===== config.mk =====
export PLATFORM = sky130hd
export DESIGN_NAME = limn2600_mem_router_flat
export DESIGN_NICKNAME = d
export VERILOG_FILES = /design/src/rtl/limn2600_mem_router_if.sv /design/src/rtl/limn2600_mem_router.sv /design/src/flat_wrapper.sv
export SDC_FILE = /design/constraint.sdc
export NUM_CORES = 1
export LEC_CHECK = 0
export CORE_AREA = 3 3 160 162
export CTS_BUF_LIST = sky130_fd_sc_hd__clkbuf_8
export DETAILED_ROUTE_END_ITERATION = 8
export DIE_AREA = 0 0 163 165
export DONT_BUFFER_PORTS = 1
export SETUP_SLACK_MARGIN = 0.05
export SYNTH_ARGS = -nofsm -noshare
export SYNTH_HDL_FRONTEND = slang
export SYNTH_SLANG_ARGS = --single-unit
export TNS_END_PERCENT = 5

===== constraint.sdc =====
create_clock -name clk -period 5.1 [get_ports clk]
set_input_delay 1.02 -clock clk [delete_from_list [all_inputs] [get_ports clk]]
set_output_delay 1.02 -clock clk [all_outputs]
set_load 0.02 [all_outputs]

===== src/rtl/limn2600_mem_router_if.sv =====
// CPU request bus between the core and limn2600_mem_router.
// master = CPU side, slave = router side.
interface limn2600_mem_router_if #(
  parameter int DATA_WIDTH = 32
);
  logic                  req_ce;
  logic                  req_we;
  logic                  req_oe;
  logic [31:0]           req_addr;
  logic [DATA_WIDTH-1:0] req_wdata;
  logic                  req_rdy;
  logic [DATA_WIDTH-1:0] req_rdata;
  logic                  req_err;

  modport master (
    output req_ce, req_we, req_oe, req_addr, req_wdata,
    input  req_rdy, req_rdata, req_err
  );

  modport slave (
    input  req_ce, req_we, req_oe, req_addr, req_wdata,
    output req_rdy, req_rdata, req_err
  );
endinterface


===== src/rtl/limn2600_mem_router.sv =====
// CPU memory request router: ROM/RAM/NVRAM bank sequencing plus the serial TX FIFO registers.
// Define BUS_TIMEOUT_EN to turn a bank that never answers into a bus error after TIMEOUT_CYCLES.
module limn2600_mem_router #(
  parameter int DATA_WIDTH     = 32,
  parameter int FIFO_DEPTH     = 8,
  parameter int TIMEOUT_CYCLES = 16
) (
  input  logic                  clk,
  input  logic                  rst,
  limn2600_mem_router_if.slave  cpu,
  output logic                  rom_ce,
  output logic                  rom_we,
  output logic                  rom_oe,
  output logic [31:0]           rom_addr,
  output logic [DATA_WIDTH-1:0] rom_wdata,
  input  logic                  rom_rdy,
  input  logic [DATA_WIDTH-1:0] rom_rdata,
  output logic                  ram_ce,
  output logic                  ram_we,
  output logic                  ram_oe,
  output logic [31:0]           ram_addr,
  output logic [DATA_WIDTH-1:0] ram_wdata,
  input  logic                  ram_rdy,
  input  logic [DATA_WIDTH-1:0] ram_rdata,
  output logic                  nv_ce,
  output logic                  nv_we,
  output logic                  nv_oe,
  output logic [31:0]           nv_addr,
  output logic [DATA_WIDTH-1:0] nv_wdata,
  input  logic                  nv_rdy,
  input  logic [DATA_WIDTH-1:0] nv_rdata,
  output logic                  tx_valid,
  output logic [7:0]            tx_data,
  input  logic                  tx_ready
);
  localparam int          AW        = $clog2(FIFO_DEPTH);
  localparam logic [31:0] ADDR_SCMD = 32'hF800_0040;
  localparam logic [31:0] ADDR_SDAT = 32'hF800_0044;

  if (FIFO_DEPTH < 2 || (FIFO_DEPTH & (FIFO_DEPTH - 1)) != 0) begin : g_bad_depth
    $error("FIFO_DEPTH must be a power of two >= 2");
  end
  if (TIMEOUT_CYCLES < 1) begin : g_bad_timeout
    $error("TIMEOUT_CYCLES must be >= 1");
  end

  typedef enum logic [1:0] {S_IDLE, S_ISSUE, S_WAIT, S_DONE} state_e;
  // bank selects double as the bit index into ce_q
  typedef enum logic [2:0] {SEL_ROM, SEL_RAM, SEL_NV, SEL_SCMD, SEL_SDAT, SEL_NONE} sel_e;

  state_e                state_q, state_d;
  sel_e                  sel_q, sel_d, sel_w;
  logic [2:0]            ce_q, ce_d;
  logic                  cmd_we_q, cmd_we_d, cmd_oe_q, cmd_oe_d;
  logic [31:0]           cmd_addr_q, cmd_addr_d;
  logic [DATA_WIDTH-1:0] cmd_wdata_q, cmd_wdata_d;
  logic                  rdy_q, rdy_d, err_q, err_d;
  logic [DATA_WIDTH-1:0] rdata_q, rdata_d;
  logic [AW:0]           wr_q, wr_d, rd_q, rd_d;
  logic                  ovf_q, ovf_d;
  logic [7:0]            mem_q [FIFO_DEPTH];
  logic                  push, flush, pop, fifo_full, fifo_empty;
  logic                  bank_rdy;
  logic [DATA_WIDTH-1:0] bank_rdata;
`ifdef BUS_TIMEOUT_EN
  localparam int         CW = $clog2(TIMEOUT_CYCLES + 1);
  logic [CW-1:0]         wait_cnt_q, wait_cnt_d;
`endif

  always_comb begin
    if (cpu.req_addr == ADDR_SCMD)             sel_w = SEL_SCMD;
    else if (cpu.req_addr == ADDR_SDAT)        sel_w = SEL_SDAT;
    else if (cpu.req_addr[31:16] == 16'hFFFE)  sel_w = SEL_ROM;
    else if (cpu.req_addr[31:16] == 16'h0000)  sel_w = SEL_RAM;
    else if (cpu.req_addr[31:16] == 16'hF800)  sel_w = SEL_NV;
    else                                       sel_w = SEL_NONE;
  end

  always_comb begin
    bank_rdy   = 1'b0;
    bank_rdata = '0;
    case (sel_q)
      SEL_ROM: begin bank_rdy = rom_rdy; bank_rdata = rom_rdata; end
      SEL_RAM: begin bank_rdy = ram_rdy; bank_rdata = ram_rdata; end
      SEL_NV:  begin bank_rdy = nv_rdy;  bank_rdata = nv_rdata;  end
      default: ;
    endcase
  end

  assign fifo_empty = (wr_q == rd_q);
  assign fifo_full  = (wr_q[AW] != rd_q[AW]) && (wr_q[AW-1:0] == rd_q[AW-1:0]);
  assign pop        = !fifo_empty && tx_ready;

  always_comb begin
    state_d     = state_q;
    sel_d       = sel_q;
    ce_d        = '0;
    cmd_we_d    = 1'b0;
    cmd_oe_d    = 1'b0;
    cmd_addr_d  = '0;
    cmd_wdata_d = '0;
    rdy_d       = 1'b0;
    err_d       = 1'b0;
    rdata_d     = '0;
    ovf_d       = ovf_q;
    push        = 1'b0;
    flush       = 1'b0;
`ifdef BUS_TIMEOUT_EN
    wait_cnt_d  = wait_cnt_q;
`endif
    case (state_q)
      S_IDLE: begin
        if (cpu.req_ce) begin
          case (sel_w)
            SEL_ROM, SEL_RAM, SEL_NV: begin
              if (sel_w == SEL_ROM && cpu.req_we) begin
                state_d = S_DONE;
                rdy_d   = 1'b1;
                err_d   = 1'b1;
              end else begin
                state_d     = S_ISSUE;
                sel_d       = sel_w;
                ce_d        = 3'b001 << sel_w;
                cmd_we_d    = cpu.req_we;
                cmd_oe_d    = cpu.req_oe;
                cmd_addr_d  = cpu.req_addr;
                cmd_wdata_d = cpu.req_wdata;
              end
            end
            SEL_SCMD: begin
              state_d = S_DONE;
              rdy_d   = 1'b1;
              // status is sampled before this request's flush takes effect
              if (cpu.req_oe) begin
                rdata_d = DATA_WIDTH'({ovf_q, fifo_full, fifo_empty});
                ovf_d   = 1'b0;
              end
              flush = cpu.req_we && cpu.req_wdata[0];
            end
            SEL_SDAT: begin
              state_d = S_DONE;
              rdy_d   = 1'b1;
              if (cpu.req_oe) rdata_d = DATA_WIDTH'(32'h0000_FFFF);
              if (cpu.req_we) begin
                if (fifo_full) ovf_d = 1'b1;
                else           push  = 1'b1;
              end
            end
            default: begin
              state_d = S_DONE;
              rdy_d   = 1'b1;
              err_d   = 1'b1;
            end
          endcase
        end
      end
      S_ISSUE: begin
        state_d = S_WAIT;
`ifdef BUS_TIMEOUT_EN
        wait_cnt_d = '0;
`endif
      end
      S_WAIT: begin
        if (bank_rdy) begin
          state_d = S_DONE;
          rdy_d   = 1'b1;
          rdata_d = bank_rdata;
        end
`ifdef BUS_TIMEOUT_EN
        else if (wait_cnt_q == CW'(TIMEOUT_CYCLES - 1)) begin
          state_d = S_DONE;
          rdy_d   = 1'b1;
          err_d   = 1'b1;
        end else begin
          wait_cnt_d = wait_cnt_q + 1'b1;
        end
`endif
      end
      default: state_d = S_IDLE;
    endcase

    wr_d = wr_q;
    rd_d = rd_q;
    if (pop)  rd_d = rd_q + 1'b1;
    if (push) wr_d = wr_q + 1'b1;
    if (flush) begin
      wr_d = '0;
      rd_d = '0;
    end
  end

  always_ff @(posedge clk) begin
    if (!rst) begin
      state_q     <= S_IDLE;
      sel_q       <= SEL_NONE;
      ce_q        <= '0;
      cmd_we_q    <= 1'b0;
      cmd_oe_q    <= 1'b0;
      cmd_addr_q  <= '0;
      cmd_wdata_q <= '0;
      rdy_q       <= 1'b0;
      err_q       <= 1'b0;
      rdata_q     <= '0;
      wr_q        <= '0;
      rd_q        <= '0;
      ovf_q       <= 1'b0;
`ifdef BUS_TIMEOUT_EN
      wait_cnt_q  <= '0;
`endif
    end else begin
      state_q     <= state_d;
      sel_q       <= sel_d;
      ce_q        <= ce_d;
      cmd_we_q    <= cmd_we_d;
      cmd_oe_q    <= cmd_oe_d;
      cmd_addr_q  <= cmd_addr_d;
      cmd_wdata_q <= cmd_wdata_d;
      rdy_q       <= rdy_d;
      err_q       <= err_d;
      rdata_q     <= rdata_d;
      wr_q        <= wr_d;
      rd_q        <= rd_d;
      ovf_q       <= ovf_d;
`ifdef BUS_TIMEOUT_EN
      wait_cnt_q  <= wait_cnt_d;
`endif
    end
  end

  always_ff @(posedge clk) begin
    if (rst && push) mem_q[wr_q[AW-1:0]] <= cpu.req_wdata[7:0];
  end

  assign cpu.req_rdy   = rdy_q;
  assign cpu.req_err   = err_q;
  assign cpu.req_rdata = rdata_q;

  // command fields are only non-zero during ISSUE; ce picks the one bank that sees them
  assign rom_ce    = ce_q[0];
  assign rom_we    = ce_q[0] & cmd_we_q;
  assign rom_oe    = ce_q[0] & cmd_oe_q;
  assign rom_addr  = ce_q[0] ? cmd_addr_q  : '0;
  assign rom_wdata = ce_q[0] ? cmd_wdata_q : '0;
  assign ram_ce    = ce_q[1];
  assign ram_we    = ce_q[1] & cmd_we_q;
  assign ram_oe    = ce_q[1] & cmd_oe_q;
  assign ram_addr  = ce_q[1] ? cmd_addr_q  : '0;
  assign ram_wdata = ce_q[1] ? cmd_wdata_q : '0;
  assign nv_ce     = ce_q[2];
  assign nv_we     = ce_q[2] & cmd_we_q;
  assign nv_oe     = ce_q[2] & cmd_oe_q;
  assign nv_addr   = ce_q[2] ? cmd_addr_q  : '0;
  assign nv_wdata  = ce_q[2] ? cmd_wdata_q : '0;

  assign tx_valid = !fifo_empty;
  assign tx_data  = fifo_empty ? 8'h00 : mem_q[rd_q[AW-1:0]];
endmodule

===== src/flat_wrapper.sv =====
// flat-port wrapper written by rule: the top's interface ports become plain ports
module limn2600_mem_router_flat 
#(
  parameter int DATA_WIDTH     = 32,
  parameter int FIFO_DEPTH     = 8,
  parameter int TIMEOUT_CYCLES = 16
)
  (clk, rst, rom_ce, rom_we, rom_oe, rom_addr, rom_wdata, rom_rdy, rom_rdata, ram_ce, ram_we, ram_oe, ram_addr, ram_wdata, ram_rdy, ram_rdata, nv_ce, nv_we, nv_oe, nv_addr, nv_wdata, nv_rdy, nv_rdata, tx_valid, tx_data, tx_ready, cpu_req_ce, cpu_req_we, cpu_req_oe, cpu_req_addr, cpu_req_wdata, cpu_req_rdy, cpu_req_rdata, cpu_req_err);
  limn2600_mem_router_if #(.DATA_WIDTH(DATA_WIDTH)) cpu_i ();
  input  logic clk;
  input  logic rst;
  output logic rom_ce;
  output logic rom_we;
  output logic rom_oe;
  output logic [31:0] rom_addr;
  output logic [DATA_WIDTH-1:0] rom_wdata;
  input  logic rom_rdy;
  input  logic [DATA_WIDTH-1:0] rom_rdata;
  output logic ram_ce;
  output logic ram_we;
  output logic ram_oe;
  output logic [31:0] ram_addr;
  output logic [DATA_WIDTH-1:0] ram_wdata;
  input  logic ram_rdy;
  input  logic [DATA_WIDTH-1:0] ram_rdata;
  output logic nv_ce;
  output logic nv_we;
  output logic nv_oe;
  output logic [31:0] nv_addr;
  output logic [DATA_WIDTH-1:0] nv_wdata;
  input  logic nv_rdy;
  input  logic [DATA_WIDTH-1:0] nv_rdata;
  output logic tx_valid;
  output logic [7:0] tx_data;
  input  logic tx_ready;
  input wire logic [$bits(cpu_i.req_ce)-1:0] cpu_req_ce;
  input wire logic [$bits(cpu_i.req_we)-1:0] cpu_req_we;
  input wire logic [$bits(cpu_i.req_oe)-1:0] cpu_req_oe;
  input wire logic [$bits(cpu_i.req_addr)-1:0] cpu_req_addr;
  input wire logic [$bits(cpu_i.req_wdata)-1:0] cpu_req_wdata;
  output wire logic [$bits(cpu_i.req_rdy)-1:0] cpu_req_rdy;
  output wire logic [$bits(cpu_i.req_rdata)-1:0] cpu_req_rdata;
  output wire logic [$bits(cpu_i.req_err)-1:0] cpu_req_err;
  assign cpu_i.req_ce = cpu_req_ce;
  assign cpu_i.req_we = cpu_req_we;
  assign cpu_i.req_oe = cpu_req_oe;
  assign cpu_i.req_addr = cpu_req_addr;
  assign cpu_i.req_wdata = cpu_req_wdata;
  assign cpu_req_rdy = cpu_i.req_rdy;
  assign cpu_req_rdata = cpu_i.req_rdata;
  assign cpu_req_err = cpu_i.req_err;
  limn2600_mem_router #(.DATA_WIDTH(DATA_WIDTH), .FIFO_DEPTH(FIFO_DEPTH), .TIMEOUT_CYCLES(TIMEOUT_CYCLES)) u_core (.clk(clk), .rst(rst), .cpu(cpu_i), .rom_ce(rom_ce), .rom_we(rom_we), .rom_oe(rom_oe), .rom_addr(rom_addr), .rom_wdata(rom_wdata), .rom_rdy(rom_rdy), .rom_rdata(rom_rdata), .ram_ce(ram_ce), .ram_we(ram_we), .ram_oe(ram_oe), .ram_addr(ram_addr), .ram_wdata(ram_wdata), .ram_rdy(ram_rdy), .ram_rdata(ram_rdata), .nv_ce(nv_ce), .nv_we(nv_we), .nv_oe(nv_oe), .nv_addr(nv_addr), .nv_wdata(nv_wdata), .nv_rdy(nv_rdy), .nv_rdata(nv_rdata), .tx_valid(tx_valid), .tx_data(tx_data), .tx_ready(tx_ready));
endmodule

* After elaboration in Yosys (flattened, before gate mapping) *
Memories as Yosys holds them, arrays and structs flattened. A register that Yosys moved wholly into a read port is not among the register bits.
Cells that the tools add are included.

storage, ports and cells
  flip-flop bits (word level) = 117
  RAM bits = 64
  input bits = 169
  output and inout port bits = 244
  memories kept = 1

cells by class
  add/sub/neg operators = 2
  equality and inequality tests = 20
  shift-type cells = 1
  multiplexer cells = 47
  bitwise gates (word level) = 11
  reductions and logical operators = 19

memories
  memory        words  bits a word  read ports  clocked after memory_dff  write ports  RTL line                   text
  u_core.mem_q  8      8            1           1                         1            limn2600_mem_router.sv:61  logic [7:0] mem_q [FIFO_DEPTH];

operator list
  kind                                                 count
  two-way mux 32 bit                                   8
  case mux 32 bit (2 select lines)                     2
  case mux 32 bit (3 select lines)                     1
  equality test 32 bit, second input constant          2
  equality test 16 bit, second input constant          2
  two-way mux 3 bit                                    8
  two-way mux 1 bit                                    17
  logical NOT 16 bit                                   1
  two-way mux 16 bit                                   1
  equality test 3 x 2 -> 1 bit, second input constant  3
  adder 4 x 1 -> 4 bit, second input constant          2
  two-way mux 2 bit                                    4
  two-way mux 8 bit                                    1
  bitwise AND 1 bit                                    6
  equality test 3 x 1 -> 1 bit, second input constant  2
  logical NOT 3 bit                                    2
  inequality test 2 bit, second input constant         3
  case mux 1 bit (2 select lines)                      3
  case mux 2 bit (3 select lines)                      1
  AND reduction 6 bit                                  1
  logical AND 1 bit                                    5
  NOT 1 bit                                            5
  OR reduction 5 bit                                   1
  equality test 4 bit                                  1
  16 further kinds                                     18

* Logic depth before layout (Yosys ltp) *
Gate-level depths: netlist of run 1.

  word-level depth = 13
  mapped depth = 8
  depth with buffers taken out = 7

* Worst setup path before layout of run 1 *
OpenSTA, ideal clock, no wires.

  path type = in2reg
  start point = in cpu_req_addr[10]
  end point = mem u_core.mem_q[4][0], enable pin
  arrival time = 2.755 ns
  required time = 4.715 ns
  path slack = 1.960 ns
  stages = 5
  buffers on the path = 0
  cells stage by stage = nor4_1 > nand4_2 > nor3_4 > nand4b_1 > nor3b_1

on the way
  longest elaborated chain between the ends = 10

ends and longest elaborated chain
  item                                         RTL line                    text
  from (decl)                                  flat_wrapper.sv:39          input wire logic [$bits(cpu_i.req_addr)-1:0] cpu_req_addr;
  equality test 32 bit                         limn2600_mem_router.sv:72   else if (cpu.req_addr == ADDR_SDAT) sel_w = SEL_SDAT;
  two-way mux 3 bit                            limn2600_mem_router.sv:72
  two-way mux 3 bit (*)                        limn2600_mem_router.sv:71   if (cpu.req_addr == ADDR_SCMD) sel_w = SEL_SCMD;
  equality test 3 bit (*)                      limn2600_mem_router.sv:114  case (sel_w)
  two-way mux 1 bit (*)                        limn2600_mem_router.sv:114
  two-way mux 1 bit (*)                        limn2600_mem_router.sv:113  if (cpu.req_ce) begin
  two-way mux 1 bit (*)                        limn2600_mem_router.sv:111  case (state_q)
  logical AND 1 bit (*)                        limn2600_mem_router.sv:231  if (rst && push) mem_q[wr_q[AW-1:0]] <= cpu.req_wdata[7:0];
  two-way mux 1 bit (*)                        limn2600_mem_router.sv:231
  two-way mux 1 bit (implied by the code) (*)  limn2600_mem_router.sv:231
  to (decl)                                    limn2600_mem_router.sv:61

Every way passes the cells marked *; elsewhere a longest branch is shown, timed or not.

==> results of run 1 <==
-- synthesized netlist by cell type (all sizes together), types with 5 or more instances --
library cell / number
and2: 266
dfxtp: 120
edfxtp: 64
nor2: 54
nand2: 46
mux2i: 43
a21oi: 35
clkbuf: 31
buf: 23
o21ai: 18
mux4: 16
nand3: 11
nor4: 10
inv: 7
nor3: 7
nor3b: 6
xor2: 6
ha: 5
nand4: 5
-- flip-flops by register name (all words and copies together), names as in the netlist, named ones only --
| signal | count |
|---|---|
| u_core.mem_q | 64 |
| u_core.cmd_addr_q | 32 |
| u_core.cmd_wdata_q | 32 |
| u_core.cpu.req_rdata | 32 |
| u_core.rd_q | 4 |
| u_core.wr_q | 4 |
| u_core.ce_q | 3 |
| u_core.sel_q | 3 |
| u_core.state_q | 2 |
| u_core.cmd_oe_q | 1 |
| u_core.cmd_we_q | 1 |
| u_core.cpu.req_err | 1 |
| u_core.cpu.req_rdy | 1 |
| u_core.ovf_q | 1 |
-- per-stage QoR --
stage	power, mW	std cells
after detailed placement	1.672	1083
after floorplan	1.649	806
after global routing	2.635	1115
after CTS	2.560	1115
after global placement	1.672	1083
final	2.519	1115
-- metal layers --
layer / routed length [um] / vias to the layer above / global-route usage [%]
li1: - / 2637 / -
met1: 9631 / 2738 / 19.74
met4: 647 / 0 / 6.459
met5: 0 / - / 0
met3: 2093 / 23 / 6.095
met2: 12780 / 285 / 32.63
-- worst max path at each step --
stage / start / to / slack [ns] / cells past startpoint
floorplan: cpu_req_addr[10] / u_core.mem_q[4][0]$_DFFE_PP_ / 1.96 / 5
global placement: cpu_req_addr[14] / u_core.mem_q[0][7]$_DFFE_PP_ / 1.49 / 5
detailed placement: cpu_req_addr[14] / u_core.mem_q[0][7]$_DFFE_PP_ / 1.34 / 5
CTS: flip-flop / tx_data[0] / 1.49 / 3
global route: flip-flop / tx_data[6] / 1.35 / 3
finish: flip-flop / tx_data[7] / 1.61 / 3
-- logic make-up (layout without fill, tap and decap cells) --
logic type	count (synthesis)	in the layout	synth area share, %
multiplexers	60	60	9.549
flip-flops	184	184	51.48
other	1	1	0.04465
adder cells (fa/ha/maj)	5	5	0.7448
AO/OA/AOI/OAI	65	65	4.424
AND/OR/NAND/NOR	420	420	29.30
XOR/XNOR	10	10	1.043
buffers and inverters	61	46	3.411
-- worst max-delay path, stage by stage (launching register included) --
cell and delay, ns:
dfxtp_1 1.07, mux4_2 0.63, mux2i_1 0.18, nor2_1 0.14
-- final cells by class --
class                           count  area share (%)
Sequential cell                   184           48.35
Multi-Input combinational cell    561           42.43
Tap cell                          324           4.528
Clock buffer                       17           2.613
Clock inverter                     15           1.202
Timing Repair Buffer                7          0.5869
Inverter                            7          0.2935
-- power by group through the flow --
stage,sequential (mW),combinational (mW),clock (mW)
after floorplan,1.57,0.0808,0
after global placement,1.57,0.101,0
after detailed placement,1.57,0.0999,0
after CTS,1.54,0.101,0.921
after global routing,1.54,0.113,0.982
final,1.54,0.100,0.881
==> impl_metrics.yaml, run 1 <==
floorplanning:
  fp.dieH_um: 165
  core_um2: 24250
  die_area_um2: 26900
  rows: 57
  initial_core_util_pct: 34.64
  die_w_um: 163
  ioPinCount: 413
sta:
  slew_headroom_pct: 21.53
  finalCritPeriodShare_pct: 68.52
  hold_viol_final: 0
  holdWs_ns: 0.4798
  slew_violations: 0
  tightest_slew_ns: 1.168
  fmax_mhz: 286.2
  setup_viol: 0
  clock-skew-final_ns: 0.01554
  rsz0062_at_grt: "false"
  fin_tns_setup_ns: 0
  min_period_ns: 3.494
  fin_ws_ns: 1.606
run_status:
  status: "finished, final reports clean"
global_routing:
  grt_max_degree: 68
  grt_pass1_wl_um: 35800
  grt_pass1_vias: 5561
  antenna_found_initial: 0
  grt_usage_pct: 18.07
  overflow: 0
pwr:
  ir_worst_vdd_mv: 0.1330
  p_switching_uw: 614.4
  comb_power_share_pct: 4.0
  seq_power_share_pct: 61.0
  clockPowerShare_pct: 35.0
  swShare_pct: 24.39
  p_int_mw: 1.904
  leakagePower_nw: 3.181
  power_density_nw_per_um2: 281.3
clocking:
  cts_hold_buf: 0
  cts_tree: "yes"
  clockBufferDepth: 2
  htreeDepth: 4
  postCtsResizedCells: 0
  cts_sinks: 184
  clk_pin_slew_ns: 0.10
  cts_made_buffers: 17
  clock_latency_ns: 0.45
  clk_root_buffer_cell: "clkbuf_8"
  cts_setup_buffers: 0
yosys:
  async_flop_share_pct: 0
  synth_largest_area_cell: "dfxtp_1"
  synth_flop_cell: "dfxtp_1"
  yosysTopAreaCellShare_pct: 28.60
  synth.area.top_cells: "dfxtp_1 29%, edfxtp_1 23%, and2_1 20%, mux2i_1 5.1%, mux4_2 4.3%"
  seq_area_frac_synth_pct: 51.48
  ys_seq_elements: 184
  yosysWarnings: 0
  synth_fp_nets: 980
  ys_types: 51
  synthCells: 806
  syn_area_um2: 8399
  syn_avg_cell_area_um2: 10.42
  synth-edff-count: 64
critical_path:
  cp-start-kind: "flip-flop"
  rrSetupSlack_ns: 2.09
  crit_type: "flip-flop to primary output"
  arrival_ns: 2.47
  r2r_start: "u_core.state_q[0]$_SDFFE_PN0P_"
  r2r-end: "u_core.mem_q[0][7]$_DFFE_PP_"
  worst_setup_path_end_kind: "primary output"
  path_max_fanout: 16
  cp.required_ns: 4.08
  ff2ff_path_depth: 7
route:
  first_iter_violations: 295
  ant_nets: 0
  drc: 0
  vias_per_cell: 5.097
  vias: 5683
  wl_per_cell_um: 22.56
  dr.pass1.iters: 4
  routed_wl_um: 25160
layout:
  diodes: 0
  drive_above_1_share_pct: 9.102
  multiInputGateArea_um2: 3799
  final_util_pct: 36.92
  design_area_um2: 8954
  regArea_um2: 4329
  fin_nets: 952
  area_growth_pct: 6.599
  layout_commonest_cell: "and2_1"
  layout_common_cells: "266 x and2_1, 116 x dfxtp_1, 64 x edfxtp_1, 53 x nor2_1, 46 x nand2_1"
  fill_cells: 2420
placement:
  preCtsSetupSlack_ns: 1.344
  dpl.hpwl_um: 19290
  globalplace.congestion: 0.8363
  portBuffers: 0
  placed_area_um2: 8612
min_path:
  hold_path_class: "flip-flop to flip-flop"
  worstHoldPathCells: 2
  min_from: "u_core.ovf_q$_SDFFE_PN0P_"
  min_to: "u_core.ovf_q$_SDFFE_PN0P_"
run:
  maxCapViolations: 0
Note: power is estimated with default switching activity, not from simulation.
==> run 2: changes to the inputs <==
- clock period: 5.1 -> 3.6 ns (I/O delays scaled with it)
==> run 2 against run 1 <==
  * Die area is the same
  * Utilization increased by 0.76 points
  * Worst setup slack worse by 1.1 ns
  * Critical path type unchanged
  * Combinational power grew 42%
  * Hold slack got worse by 0.18 ns
  * Sequential cell count unchanged
  * Total power rose by 53%
==> impl_metrics.yaml, run 2 (synthesis gave the netlist of run 1 again) <==
clocking:
  cts_hold_buf: 0
  clk_root_buffer_cell: "clkbuf_8"
  cts_sinks: 184
  cts_tree: "yes"
  clockBufferDepth: 2
  htreeDepth: 4
  cts_made_buffers: 17
  clock_latency_ns: 0.47
  cts_setup_buffers: 0
  clk_pin_slew_ns: 0.11
  postCtsResizedCells: 0
min_path:
  worstHoldPathCells: 1
  hold_path_class: "primary input to flip-flop"
floorplanning:
  rows: 57
  die_w_um: 163
  initial_core_util_pct: 34.64
  core_um2: 24250
  ioPinCount: 413
  die_area_um2: 26900
  fp.dieH_um: 165
global_routing:
  grt_pass1_vias: 5645
  overflow: 0
  antenna_found_initial: 1
  grt_pass1_wl_um: 35870
  grt_usage_pct: 17.96
  grt_max_degree: 68
critical_path:
  crit_type: "flip-flop to primary output"
  arrival_ns: 2.33
  path_max_fanout: 10
  cp-start-kind: "flip-flop"
  ff2ff_path_depth: 5
  rrSetupSlack_ns: 1.08
  cp.required_ns: 2.88
  worst_setup_path_end_kind: "primary output"
route:
  routed_wl_um: 25180
  first_iter_violations: 282
  wl_met1_um: 9614
  ant_nets: 0
  met3WireLength_um: 2015
  vias: 5760
  vias_per_cell: 5.115
  dr.pass1.iters: 6
  drc: 0
  maxUsedRoutingLayer: "met4"
  wl_per_cell_um: 22.36
  met2_length_um: 13170
layout:
  drive_above_1_share_pct: 10.86
  area_growth_pct: 8.804
  design_area_um2: 9139
  fin_nets: 962
  layout_common_cells: "266 x and2_1, 116 x dfxtp_1, 64 x edfxtp_1, 53 x nor2_1, 46 x nand2_1"
  largest_register_ffs: 64
  layout_commonest_cell: "and2_1"
sta:
  tightest_slew_ns: 1.128
  clock-skew-final_ns: 0.02012
  hold_viol_final: 0
  fin_tns_setup_ns: 0
  slew_headroom_pct: 24.80
  slew_violations: 0
  min_period_ns: 3.051
  fmax_mhz: 327.7
  rsz0062_at_grt: "false"
  finalCritPeriodShare_pct: 84.75
  setup_viol: 0
placement:
  placed_area_um2: 8687
  dpl.hpwl_um: 19510
  portBuffers: 0
  globalplace.congestion: 0.8344
pwr:
  leakagePower_nw: 3.277
  ir_worst_vdd_mv: 0.1657
  power_density_nw_per_um2: 421.5
run_status:
  status: "finished, final reports clean"
run:
  maxCapViolations: 0
==> run 2: changes by cell type in the layout (fill, tap and decap cells not counted) <==
cell | previous run | this run
clkinv_4 | 3 | 2
clkinvlp_4 | 3 | 1
buf_4 | 7 | 17
bufinv_16 | 0 | 2
inv_1 | 10 | 6
inv_8 | 2 | 5
clkinv_1 | 1 | 0
inv_12 | 0 | 1
diode_2 | 0 | 1
inv_6 | 2 | 1
clkinv_8 | 0 | 3
==> run 2: area by class of cell <==
cell class | count | area (um2)
inverters | 7 | 26.28
multi-input cells | 561 | 3799
diodes | 1 | 2.502
repair buffers | 17 | 127.6
clock buffers | 17 | 234.0
well taps | 324 | 405.4
fillers | 2436 | 15110
clock inverters | 15 | 215.2
flip-flops and latches | 184 | 4329
==> run 2: path summary, 6_finish.rpt <==
kind / from / to
setup / recovery: flip-flop / tx_data[1]
hold / removal: cpu_req_addr[28] / u_core.ce_q[1]$_SDFF_PP0_
setup reg to reg: u_core.sel_q[0]$_SDFFE_PN1P_ / u_core.cpu.req_rdata[22]$_SDFF_PN0_
hold reg to reg: u_core.ovf_q$_SDFFE_PN0P_ / u_core.ovf_q$_SDFFE_PN0P_
==> run 2: power by group <==
group	switching (mW)	internal, mW
Combinational	0.0865	0.0553
Sequential	0.0183	2.16
Clock	0.861	0.670
==> run 2: worst max-delay path: stages, from the launching register on <==
cell,delay (ns)
dfxtp_1,0.65
buf_4,0.34
mux4_2,0.54
mux2i_1,0.18
nor2_1,0.14
==> run 2: metal layers <==
layer  vias to the layer above  track usage (%)
met4                         0            4.921
li1                       2664                -
met5                         -                0
met1                      2781            19.77
met3                        20            5.719
met2                       295            33.27
==> run 2: stage by stage <==
step,power (mW),hold WS [ns],setup slack [ns],util [%],instances
after floorplan,2.337,0.4447,0.7597,-,806
after global placement,2.369,0.4579,0.7635,35.83,1093
after CTS,3.912,0.2685,0.4794,37.68,1125
final,3.852,0.2990,0.5489,37.69,1126
after global routing,4.024,0.2537,0.3549,37.69,1126
after detailed placement,2.369,0.4737,0.6878,35.83,1093
